<file path="src/rtl/sweep_pkg.sv">
// Shared types and default sizes for the sweep sequencer slice.
package sweep_pkg;

  localparam int WIDTH_DEF = 4;
  localparam int NSW_W_DEF = 4;

  // Sequencer states: idle, counting towards hi, counting back towards lo.
  typedef enum logic [1:0] {
    S_IDLE = 2'd0,
    S_UP   = 2'd1,
    S_DOWN = 2'd2
  } state_t;

endpackage

</file>
<file path="src/rtl/updown_core.sv">
// Loadable up/down counter datapath driven by the sweep sequencer FSM.
// Load has priority over counting; no wrap protection is needed because
// the controller never steps outside the latched bounds.
module updown_core #(
  parameter int WIDTH = sweep_pkg::WIDTH_DEF
) (
  input  logic             clock,
  input  logic             reset,
  input  logic             i_load,
  input  logic [WIDTH-1:0] i_load_value,
  input  logic             i_enable,
  input  logic             i_up,
  output logic [WIDTH-1:0] o_count
);

  logic [WIDTH-1:0] r_count;

  // Count register: async clear, then load, then step in the requested direction.
  always_ff @(posedge clock or posedge reset) begin
    if (reset) begin
      r_count <= '0;
    end else if (i_load) begin
      r_count <= i_load_value;
    end else if (i_enable) begin
      if (i_up) r_count <= r_count + WIDTH'(1);
      else      r_count <= r_count - WIDTH'(1);
    end
  end

  assign o_count = r_count;

endmodule

</file>
<file path="src/rtl/sweep_sequencer.sv">
// Ping-pong sweep controller: runs the count lo->hi->lo for a programmed
// number of periods (0 = forever), with pause, abort, busy and done.
// Handshake: i_start is a request level sampled only while idle; it is
// accepted on the first edge where the FSM is idle, i_abort is low and the
// bounds are legal (lo < hi). There is no ready: o_busy high means any
// further request is ignored, and o_cfg_err pulses when a request is refused.
module sweep_sequencer
  import sweep_pkg::*;
#(
  parameter int WIDTH = WIDTH_DEF,
  parameter int NSW_W = NSW_W_DEF
) (
  input  logic             clock,
  input  logic             reset,
  input  logic             i_start,
  input  logic             i_pause,
  input  logic             i_abort,
  input  logic [WIDTH-1:0] i_lo,
  input  logic [WIDTH-1:0] i_hi,
  input  logic [NSW_W-1:0] i_sweeps,
  output logic [WIDTH-1:0] o_count,
  output logic             o_dir,
  output logic             o_busy,
  output logic             o_done,
  output logic             o_cfg_err,
  output state_t           o_state
);

  state_t           r_state, w_state_nxt;
  logic [WIDTH-1:0] r_lo, r_hi;
  logic [NSW_W-1:0] r_sweeps, r_sweep_cnt;
  logic             r_dir, r_busy, r_done, r_cfg_err;

  logic [WIDTH-1:0] w_lo_nxt, w_hi_nxt;
  logic [NSW_W-1:0] w_sweeps_nxt, w_sweep_cnt_nxt, w_sweep_cnt_inc;
  logic             w_dir_nxt, w_busy_nxt, w_done_nxt, w_cfg_err_nxt;
  logic             w_load, w_enable, w_up;
  logic [WIDTH-1:0] w_load_value;
  logic [WIDTH-1:0] w_count;

  assign w_sweep_cnt_inc = r_sweep_cnt + NSW_W'(1);

  updown_core #(.WIDTH(WIDTH)) u_core (
    .clock        (clock),
    .reset        (reset),
    .i_load       (w_load),
    .i_load_value (w_load_value),
    .i_enable     (w_enable),
    .i_up         (w_up),
    .o_count      (w_count)
  );

  // Next-state and datapath control; abort beats pause, pause freezes everything.
  always_comb begin
    w_state_nxt     = r_state;
    w_lo_nxt        = r_lo;
    w_hi_nxt        = r_hi;
    w_sweeps_nxt    = r_sweeps;
    w_sweep_cnt_nxt = r_sweep_cnt;
    w_dir_nxt       = r_dir;
    w_busy_nxt      = r_busy;
    w_done_nxt      = 1'b0;
    w_cfg_err_nxt   = 1'b0;
    w_load          = 1'b0;
    w_load_value    = r_lo;
    w_enable        = 1'b0;
    w_up            = 1'b1;

    case (r_state)
      S_IDLE: begin
        if (i_start && !i_abort) begin
          if (i_lo >= i_hi) begin
            w_cfg_err_nxt = 1'b1;
          end else begin
            w_lo_nxt        = i_lo;
            w_hi_nxt        = i_hi;
            w_sweeps_nxt    = i_sweeps;
            w_sweep_cnt_nxt = '0;
            w_load          = 1'b1;
            w_load_value    = i_lo;
            w_dir_nxt       = 1'b1;
            w_busy_nxt      = 1'b1;
            w_state_nxt     = S_UP;
          end
        end
      end

      S_UP, S_DOWN: begin
        if (i_abort) begin
          w_load       = 1'b1;
          w_load_value = r_lo;
          w_dir_nxt    = 1'b1;
          w_busy_nxt   = 1'b0;
          w_state_nxt  = S_IDLE;
        end else if (!i_pause) begin
          w_enable = 1'b1;
          if (r_state == S_UP) begin
            w_up = 1'b1;
            // Turn around on the edge that makes the count reach hi.
            if (w_count + WIDTH'(1) == r_hi) begin
              w_dir_nxt   = 1'b0;
              w_state_nxt = S_DOWN;
            end
          end else begin
            w_up = 1'b0;
            // Returning to lo closes one full period.
            if (w_count - WIDTH'(1) == r_lo) begin
              w_sweep_cnt_nxt = w_sweep_cnt_inc;
              if (r_sweeps != '0 && w_sweep_cnt_inc == r_sweeps) begin
                w_busy_nxt  = 1'b0;
                w_done_nxt  = 1'b1;
                w_state_nxt = S_IDLE;
              end else begin
                w_dir_nxt   = 1'b1;
                w_state_nxt = S_UP;
              end
            end
          end
        end
      end

      default: begin
        w_state_nxt = S_IDLE;
        w_busy_nxt  = 1'b0;
        w_dir_nxt   = 1'b1;
      end
    endcase
  end

  // Control registers: state, latched configuration, status flags.
  always_ff @(posedge clock or posedge reset) begin
    if (reset) begin
      r_state     <= S_IDLE;
      r_lo        <= '0;
      r_hi        <= '0;
      r_sweeps    <= '0;
      r_sweep_cnt <= '0;
      r_dir       <= 1'b1;
      r_busy      <= 1'b0;
      r_done      <= 1'b0;
      r_cfg_err   <= 1'b0;
    end else begin
      r_state     <= w_state_nxt;
      r_lo        <= w_lo_nxt;
      r_hi        <= w_hi_nxt;
      r_sweeps    <= w_sweeps_nxt;
      r_sweep_cnt <= w_sweep_cnt_nxt;
      r_dir       <= w_dir_nxt;
      r_busy      <= w_busy_nxt;
      r_done      <= w_done_nxt;
      r_cfg_err   <= w_cfg_err_nxt;
    end
  end

  assign o_count   = w_count;
  assign o_dir     = r_dir;
  assign o_busy    = r_busy;
  assign o_done    = r_done;
  assign o_cfg_err = r_cfg_err;
  assign o_state   = r_state;

endmodule

</file>
<file path="config.mk">
export PLATFORM = sky130hd
export DESIGN_NAME = sweep_sequencer
export DESIGN_NICKNAME = d
export VERILOG_FILES = /design/src/rtl/sweep_pkg.sv /design/src/rtl/updown_core.sv /design/src/rtl/sweep_sequencer.sv
export SDC_FILE = /design/constraint.sdc
export NUM_CORES = 1
export LEC_CHECK = 0
export BUFFER_PORTS_ARGS = -buffer_cell sky130_fd_sc_hd__buf_2
export CAP_MARGIN = 15
export CORE_ASPECT_RATIO = 0.8
export CORE_MARGIN = 2
export CORE_UTILIZATION = 40
export CTS_CLUSTER_SIZE = 24
export DETAILED_ROUTE_END_ITERATION = 6
export GPL_ROUTABILITY_DRIVEN = 0
export RECOVER_POWER = 50
export SYNTH_ARGS = -nofsm -noshare
export SYNTH_HDL_FRONTEND = slang
export SYNTH_SLANG_ARGS = --single-unit
export TNS_END_PERCENT = 30
</file>
<file path="constraint.sdc">
create_clock -name clock -period 2.6 [get_ports clock]
set_clock_uncertainty 0.15 [all_clocks]
set_input_delay 0.13 -clock clock [delete_from_list [all_inputs] [get_ports clock]]
set_output_delay 0.13 -clock clock [all_outputs]
set_load 0.1 [all_outputs]
</file>
==> run_results.csv, run 1 <==
group,metric,value,unit
clock_network,htree_levels,1,
global_route,grt_max_degree,19,
timing,clock.fmax,0.414,GHz
layout,seqCellArea,663,µm²
yosys,avgSynthCellArea,9.06,µm²
drt,drt_wl_total,4180,µm
yosys,syn_nets,217,
global_route,track_usage,19.1,%
pwr,p_leak,0.993,nW
global_route,grt_pass1_vias,1502,
timing,setup_tns,0,ps
layout,area_growth_syn_to_layout,25.1,%
worst_setup_path,worstPathRequired,2670,ps
yosys,seq_area_frac_synth,37.9,%
worst_setup_path,critPathMaxStageDelay,490,ps
min_path,worstHoldPathType,"in -> reg",
layout,fillers,419,
clock_network,cts_buffers,3,
die,die_h,62.7,µm
clock_network,tritoncts,"built",
global_route,grt_pass1_wl,7290,µm
worst_setup_path,critical-path-slowest-cell,"dfrtp_4",
yosys,syn_area,1720,µm²
die,die_x,77.4,µm
worst_setup_path,start_kind,"flip-flop",
clock_network,clk_path_buf_depth,2,
timing,rsz0062_at_grt,"false",
flow_run,drv_cap,0,
worst_setup_path,crit_chain,"inv_1 -> ha_1 -> xor2_1 -> nor3_2 -> or4b_1 -> a32oi_2 -> o21ai_2 -> a21oi_2",
timing,relSlewSlack,22.8,%
layout,drive_gt1_share,19.9,%
yosys,muxShareOfSynthArea,3.63,%
global_route,antenna_found_initial,0,
timing,setup_viol_count_final,0,
clock_network,clkLatencyLatePin,270,ps
timing,slew_viol_final,0,
yosys,synth_cell_types,48,
layout,multiInputGateArea,1000,µm²
die,start_util,41.5,%
layout,diodes,0,
layout,finalCoreUtilization,51.9,%
layout,final_common_cell,"nand2_1",
yosys,synth_compound_gate_area_share,16.3,%
clock_network,clock_sinks,26,
worst_setup_path,rrSetupSlack,180,ps
clock_network,post_cts_buffers,0,
die,core,4150,µm²
worst_setup_path,r2r-end,"o_dir$_DFFE_PP1P_",
clock_network,root_buffer,"clkbuf_8",
layout,layout_common_cells,"nand2_1, buf_2, dfrtp_1, inv_1, dlygate4sd3_1",
yosys,yosys.area_share.adder,7.27,%
pwr,irDropWorstVdd,526,µV
drt,first_iter_violations,128,
place,dpl.hpwl,3120,µm
drt,post-route-drc-count,0,
worst_setup_path,crit_end,"o_dir$_DFFE_PP1P_",
yosys,synth_xor_area_share,10.9,%
drt,first_pass_iters,4,
drt,vias,1488,
timing,tightest_slew,1160,ps
worst_setup_path,cp-end-kind,"flip-flop",
worst_setup_path,r2r_cells,8,
outcome,status,"finished clean",
pwr,powerDensity,1280,nW/µm²
die,die-area,4850,µm²
timing,fin_crit_sh,93.0,%
drt,via_per_inst,5.08,
worst_setup_path,r2r-start,"u_core.o_count[0]$_DFFE_PP0P_",
worst_setup_path,arrival,2480,ps
timing,period_needed,2420,ps
global_route,grt-ovfl-total,0,
die,num_rows,21,
place,io_buffers,26,
worst_setup_path,critPathMaxFanout,9,
worst_setup_path,startpoint,"u_core.o_count[0]$_DFFE_PP0P_",
worst_setup_path,critical_path_class,"reg -> reg",
drt,ant_nets,0,
die,io_pins,27,
yosys,synth_top_family_by_area,"simple AND/OR/NAND/NOR gates",
timing,hold_violations,0,
yosys,ys_ff_latch,26,
clock_network,clk_pin_slew,90,ps
yosys,yosys_warnings,0,
yosys,yosys.area_share.simple,19.6,%
yosys,synthCells,190,
layout,finalNetCount,264,
drt,wire_per_inst,14.3,µm
[synth_stat cells (all sizes together)]
cell     number  area (µm²)
nand2        33         124
dfrtp        25         626
inv          15        56.3
nor2         12        45.0
o21ai        11        58.8
ha           10         125
xnor2        10        87.6
a21oi         8        43.8
nand3         6        30.0
xor2          6        52.6
nor3          5        30.0
clkbuf        4        15.0
mux2i         4        40.0
nand2b        3        18.8
nor2b         3        18.8
o22a          3        26.3
a211o         2        17.5
a21o          2        15.0
a32oi         2        25.0
mux2          2        22.5
o211ai        2        15.0
xor3          2        47.6
a22o          1        8.76
a2bb2oi       1        8.76
and2          1        6.26
and3          1        6.26
and4          1        8.76
and4b         1        10.0
buf           1        5.00
dfstp         1        26.3
nand3b        1        7.51
nor4          1        6.26
nor4b         1        8.76
o2111ai       1        8.76
o21a          1        7.51
o221ai        1        8.76
o22ai         1        6.26
o31ai         1        12.5
o32ai         1        8.76
o41ai         1        8.76
or4           1        7.51
or4b          1        10.0
[layer usage]
metal / GRT usage (%) / wire length, µm / up-vias
met1: 28.1 / 2150 / 695
met5: 0 / 0 / -
met4: 3.57 / 32 / 0
li1: - / - / 754
met3: 3.18 / 162 / 4
met2: 29.7 / 1840 / 35
[report_power, final]
part,switching [mW],internal (mW)
registers,0.200,0.584
clock network,0.135,0.136
logic,1.06,0.637
total,1.40,1.36
[sequential cells by signal, summed over array words and instances, names as in the netlist, 2 cells and up]
name            count
r_hi                4
u_core.o_count      4
r_sweeps            4
r_lo                4
o_state             2
r_sweep_cnt         4
[worst max-delay path, delay by kind of cell (launching register included)]
kind | cells | cell delay [ps]
simple gates | 2 | 630
compound gates | 3 | 510
flops | 1 | 490
fa+ha+maj | 1 | 350
xor+xnor | 1 | 170
buf+inv | 1 | 60
[logic make-up after synthesis]
family / Yosys count
multiplexers: 6
adder cells (fa/ha/maj): 10
XOR/XNOR: 18
buffers and inverters: 20
AO/OA/AOI/OAI: 39
flip-flops: 26
AND/OR/NAND/NOR: 71
[final cells by class]
type                    instances  area share [%]
multi-input cells             144            46.5
flip-flops and latches         26            30.8
repair buffers                 47            14.2
well taps                      57            3.31
inverters                      15            2.61
clock buffers                   4            2.56
[repair_timing]
| action | 4_1_cts | 5_1_grt |
|---|---|---|
| hold endpoints to repair | 27 | 0 |
| hold buffers | 13 | 0 |
| resized for setup | 0 | 1 |
| setup endpoints to repair | 0 | 2 |
[stage by stage]
| step | cell area (µm²) | hold WS (ps) | setup WS [ps] | power [mW] | cells |
|---|---|---|---|---|---|
| floorplan | 1740 | 19.1 | 3.38 | 2.13 | 190 |
| global placement | 1970 | 141 | 255 | 2.47 | 276 |
| detailed placement | 1970 | 145 | 200 | 2.47 | 276 |
| CTS | 2160 | 114 | 121 | 2.77 | 293 |
| global route | 2150 | 135 | 37.6 | 2.96 | 293 |
| finish | 2150 | 117 | 182 | 2.75 | 293 |
[worst min path at each step]
stage	slack [ps]	start	endpoint	cells after the start
global placement	140	reset	r_lo[1]$_DFF_PP0_	2
detailed placement	150	reset	r_hi[0]$_DFFE_PP0P_	2
global route	130	i_abort	o_cfg_err$_DFF_PP0_	3
CTS	110	i_abort	o_cfg_err$_DFF_PP0_	3
floorplan	20	reset	o_busy$_DFFE_PP0P_	1
finish	120	i_abort	u_core.o_count[1]$_DFFE_PP0P_	3
No activity file was read; power rests on OpenSTA's default activity.
==> run 2: changes to the inputs <==
- clock period: 2.6 -> 3 ns (I/O delays scaled with it)
==> run 2 against run 1 <==
Hold slack worse by 100 ps. Critical path depth is 2 higher. Total power is 13% lower. First-iteration DRC count down 3.1%. Non-clock buffer count shrank 4. Cell count decreased by 1.4%. Die area stayed put. Utilization down 0.72 points. Global-route usage is 1.5 points lower. Via count fell by 1.8%. Register-to-register slack better by 350 ps. Highest routed layer unchanged.
==> run_results.csv, run 2 (synthesis gave the netlist of run 1 again) <==
group,metric,value,unit
layout,fillers,424,
timing,tightest_slew,1160,ps
global_route,antenna_found_initial,0,
pwr,irDropWorstVdd,491,µV
layout,diodes,0,
drt,first_pass_iters,4,
die,die_h,62.7,µm
global_route,track_usage,17.6,%
global_route,grt_pass1_vias,1399,
timing,slew_viol_final,0,
layout,drive_gt1_share,17.2,%
worst_setup_path,start_kind,"input pin",
clock_network,root_buffer,"clkbuf_8",
timing,setup_tns,0,ps
layout,final_common_cell,"nand2_1",
global_route,grt_max_degree,27,
die,die-area,4850,µm²
timing,relSlewSlack,23.0,%
timing,clock.fmax,0.400,GHz
pwr,powerDensity,1130,nW/µm²
layout,fin_cells,289,
worst_setup_path,cp-end-kind,"flip-flop",
worst_setup_path,worstPathRequired,3000,ps
drt,via_per_inst,5.06,
clock_network,clk_pin_slew,90,ps
clock_network,htree_levels,1,
timing,fin_crit_sh,83.4,%
die,start_util,41.5,%
outcome,status,"finished clean",
layout,area_growth_syn_to_layout,23.3,%
timing,hold_violations,0,
worst_setup_path,critical-path-slowest-cell,"dlygate4sd3_1",
die,die_x,77.4,µm
place,io_buffers,26,
clock_network,tritoncts,"built",
worst_setup_path,crit_chain,"dlygate4sd3_1 -> buf_2 -> inv_1 -> ha_1 -> nand2b_1 -> a21oi_1 -> o211ai_1 -> and2_1 -> o41ai_1 -> o22ai_1",
drt,wire_per_inst,13.4,µm
drt,post-route-drc-count,0,
pwr,p_leak,0.985,nW
worst_setup_path,arrival,2500,ps
layout,finalCoreUtilization,51.1,%
die,io_pins,27,
clock_network,cts_buffers,3,
layout,finalNetCount,260,
drt,ant_nets,0,
clock_network,post_cts_buffers,0,
clock_network,clock_sinks,26,
worst_setup_path,critPathMaxFanout,5,
drt,drt_wl_total,3870,µm
worst_setup_path,critPathMaxStageDelay,520,ps
min_path,worstHoldPathType,"in -> reg",
flow_run,drv_cap,0,
drt,vias,1461,
drt,first_iter_violations,124,
clock_network,clkLatencyLatePin,280,ps
worst_setup_path,critical_path_class,"in -> reg",
place,dpl.hpwl,2940,µm
timing,period_needed,2500,ps
timing,setup_viol_count_final,0,
die,num_rows,21,
global_route,grt-ovfl-total,0,
place,dp.cells,272,
clock_network,clk_path_buf_depth,2,
global_route,grt_pass1_wl,6690,µm
layout,layout_common_cells,"nand2_1, dfrtp_1, buf_2, inv_1",
die,core,4150,µm²
timing,rsz0062_at_grt,"false",
## run 2: area by class of cell
class	count	area (µm²)	share of cell area [%]
Clock buffer	3	41.3	1.94
Clock inverter	1	30.0	1.41
Inverter	15	56.3	2.65
Multi-Input combinational cell	144	993	46.8
Sequential cell	26	653	30.8
Tap cell	57	71.3	3.36
Timing Repair Buffer	43	278	13.1
## run 2: timing repair
item | 4_1_cts | 5_1_grt
hold buffers | 12 | 0
endpoints found under the hold margin | 29 | 0
gates resized for setup | 0 | 0
## run 2: through the flow
step           power [mW]  setup slack (ps)  hold WS [ps]  cell area [µm²]
2_1_floorplan        1.82              81.8          39.2             1720
3_3_place_gp         2.10               596           191             1930
3_5_place_dp         2.11               553           194             1930
4_1_cts              2.43               524          11.9             2130
5_1_grt              2.60               269          36.0             2120
6_report             2.40               499          14.1             2120
## run 2: power by group
part | switching, mW | total [mW] | internal, mW | leakage (nW)
Clock | 0.119 | 0.298 | 0.179 | 0.0357
Combinational | 0.901 | 1.44 | 0.536 | 0.630
Sequential | 0.173 | 0.669 | 0.496 | 0.319
## run 2: critical path, delay by kind of cell
kind,cells,cell delay [ps]
AND/OR/NAND/NOR,2,400
buffers and inverters,3,690
adder cells (fa/ha/maj),1,270
AO/OA/AOI/OAI,4,980
## run 2: final timing paths
kind / start / to / depth (start not counted) / slack [ps]
setup / recovery: i_lo[0] / r_sweep_cnt[3]$_DFFE_PP0P_ / 10 / 500
hold / removal: i_hi[2] / r_hi[2]$_DFFE_PP0P_ / 3 / 10
setup reg to reg: u_core.o_count[0]$_DFFE_PP0P_ / r_sweep_cnt[3]$_DFFE_PP0P_ / 8 / 530
hold reg to reg: o_dir$_DFFE_PP1P_ / o_dir$_DFFE_PP1P_ / 2 / 320
max in group asynchronous: reset / r_sweep_cnt[0]$_DFFE_PP0P_ / 4 / 1350
min in group asynchronous: reset / r_hi[0]$_DFFE_PP0P_ / 3 / 240
## run 2: per-layer routing
| metal | share of wire (%) | wire length [µm] | up-vias | global-route usage (%) |
|---|---|---|---|---|
| met5 | 0 | 0 | - | 0 |
| met2 | 42 | 1620 | 32 | 26.2 |
| met1 | 53 | 2040 | 677 | 26.5 |
| met4 | 0.91 | 35 | 0 | 3.35 |
| li1 | - | - | 747 | - |
| met3 | 4.4 | 170 | 5 | 3.61 |
==> run 3: changes to the inputs <==
- clock period: 3 -> 2.1 ns (I/O delays scaled with it)
==> run 3 against run 2 <==
The flow now finishes with violations (negative setup slack). Critical path depth is 3 lower. Flip-flop and latch count stayed put. Register-to-register slack worse by 640 ps. Hold slack better by 21 ps. First-iteration DRC count is 29% lower. Combinational power is 78% higher. Via count is 2.7% higher. Utilization is 7.0 points higher. Sequential share of layout area is 2.9 points lower. Total power is 60% higher. Largest power group unchanged. Critical path type is now reg -> reg. Setup slack worse by 600 ps. Design area is 14% higher.
==> run_results.csv, run 3 (synthesis gave the netlist of run 1 again) <==
group,metric,value,unit
outcome,status,"complete, but fails checks",
outcome,violations,"negative setup slack",
layout,finalNetCount,278,
drt,wire_per_inst,13.8,µm
place,dpl.hpwl,3180,µm
pwr,powerDensity,1600,nW/µm²
worst_setup_path,critical_path_class,"reg -> reg",
global_route,grt_pass1_wl,7250,µm
worst_setup_path,r2r-start,"u_core.o_count[0]$_DFFE_PP0P_",
place,io_buffers,26,
pwr,clkPwrFrac,8.8,%
timing,tightest_slew,684,ps
clock_network,root_buffer,"clkbuf_8",
drt,ant_nets,0,
die,die-area,4850,µm²
timing,setup_ws,-105,ps
timing,fin_crit_sh,105,%
place,placed_cell_area,2150,µm²
flow_run,drv_cap,0,
pwr,p_leak,1.10,nW
worst_setup_path,critPathMaxFanout,3,
min_path,worstHoldStart,"i_lo[1]",
layout,layout_common_cells,"nand2_1, buf_2, buf_4, dfrtp_1, dlygate4sd3_1",
pwr,sw_frac_of_total,48.9,%
pwr,p_int,1.97,mW
die,start_util,41.5,%
timing,clock.fmax,0.453,GHz
layout,area_growth_syn_to_layout,40.3,%
place,dp.cells,290,
timing,setup_viol_count_final,6,
timing,relSlewSlack,54.4,%
drt,via_per_inst,4.89,
global_route,antenna_found_initial,0,
worst_setup_path,rrSetupSlack,-110,ps
clock_network,cts_buffers,3,
layout,final_cell_area,2410,µm²
min_path,worstHoldPathType,"in -> reg",
worst_setup_path,startpoint,"u_core.o_count[0]$_DFFE_PP0P_",
drt,first_iter_violations,88,
clock_network,clock_sinks,26,
layout,fillers,392,
timing,period_needed,2210,ps
timing,hold_violations,0,
clock_network,clkLatencyLatePin,280,ps
worst_setup_path,cp-end-kind,"flip-flop",
die,die_x,77.4,µm
worst_setup_path,start_kind,"flip-flop",
worst_setup_path,arrival,2260,ps
die,io_pins,27,
global_route,grt_max_degree,27,
die,num_rows,21,
global_route,grt-ovfl-total,0,
pwr,power_frac_seq,24.7,%
layout,diodes,0,
drt,post-route-drc-count,0,
min_path,whs_path_depth,3,
pwr,combPwrFrac,66.5,%
drt,drt_wl_total,4230,µm
layout,drive_gt1_share,34.4,%
layout,fin_cells,307,
global_route,grt_pass1_vias,1479,
clock_network,clk_pin_slew,100,ps
clock_network,post_cts_buffers,0,
clock_network,tritoncts,"built",
timing,rsz0062_at_grt,"true",
clock_network,clk_path_buf_depth,2,
drt,vias,1501,
die,die_h,62.7,µm
layout,final_common_cell,"nand2_1",
layout,finalCoreUtilization,58.2,%
timing,slew_viol_final,0,
clock_network,htree_levels,1,
drt,first_pass_iters,4,
die,core,4150,µm²
pwr,p_switching,1.89,mW
worst_setup_path,r2r_cells,7,
global_route,track_usage,18.9,%
place,place_ws,-137,ps
worst_setup_path,worstPathRequired,2150,ps
pwr,irDropWorstVdd,814,µV
run 3: through the flow:
| stage | power [mW] | TNS, ps | hold WS (ps) |
|---|---|---|---|
| floorplan | 2.75 | -3030 | -5.69 |
| global placement | 3.35 | -405 | 35.8 |
| detailed placement | 3.36 | -565 | 37.6 |
| CTS | 3.76 | -383 | 29.0 |
| global route | 4.14 | -1120 | 65.0 |
| finish | 3.86 | -352 | 35.4 |
run 3: final cells by class:
type	count	area [µm²]	area share, %
Tap cell	57	71.3	2.95
Sequential cell	26	672	27.8
Clock buffer	4	55.1	2.28
Multi-Input combinational cell	144	1120	46.4
Timing Repair Buffer	61	435	18.0
Inverter	15	61.3	2.54
run 3: per-layer routing:
metal / vias up / track usage, % / part of all wire, %
met3: 2 / 3.76 / 3.9
met1: 687 / 29.2 / 54
li1: 782 / - / -
met5: - / 0 / 0
met2: 30 / 28.3 / 42
met4: 0 / 2.01 / 0.45
run 3: power groups by stage:
stage | combinational [mW] | clock (mW) | sequential, mW
final | 2.56 | 0.339 | 0.954
after global routing | 2.77 | 0.375 | 0.993
after CTS | 2.46 | 0.352 | 0.950
after detailed placement | 2.41 | 0 | 0.949
after global placement | 2.41 | 0 | 0.939
after floorplan | 1.34 | 0 | 1.41
run 3: worst paths after layout:
path / to
worst max-delay path: o_state[0]$_DFFE_PP0P_
worst min-delay path: u_core.o_count[1]$_DFFE_PP0P_
worst max register to register: o_state[0]$_DFFE_PP0P_
worst min register to register: o_dir$_DFFE_PP1P_
max in group asynchronous: u_core.o_count[2]$_DFFE_PP0P_
min in group asynchronous: r_sweep_cnt[1]$_DFFE_PP0P_
run 3: timing repair:
| item | in CTS | in global routing |
|---|---|---|
| hold endpoints to repair | 37 | 0 |
| endpoints found under the setup margin | 8 | 9 |
| gates resized for setup | 5 | 12 |
| pin swaps | 5 | 2 |
| hold buffers | 13 | 0 |
run 3: worst max-delay path, cell delays in order (launching register included):
cell and delay [ps]:
dfrtp_4 510, inv_4 70, ha_4 200, xor2_2 140, nor3_2 160, or4b_4 490, a32oi_4 210, mux2i_1 200
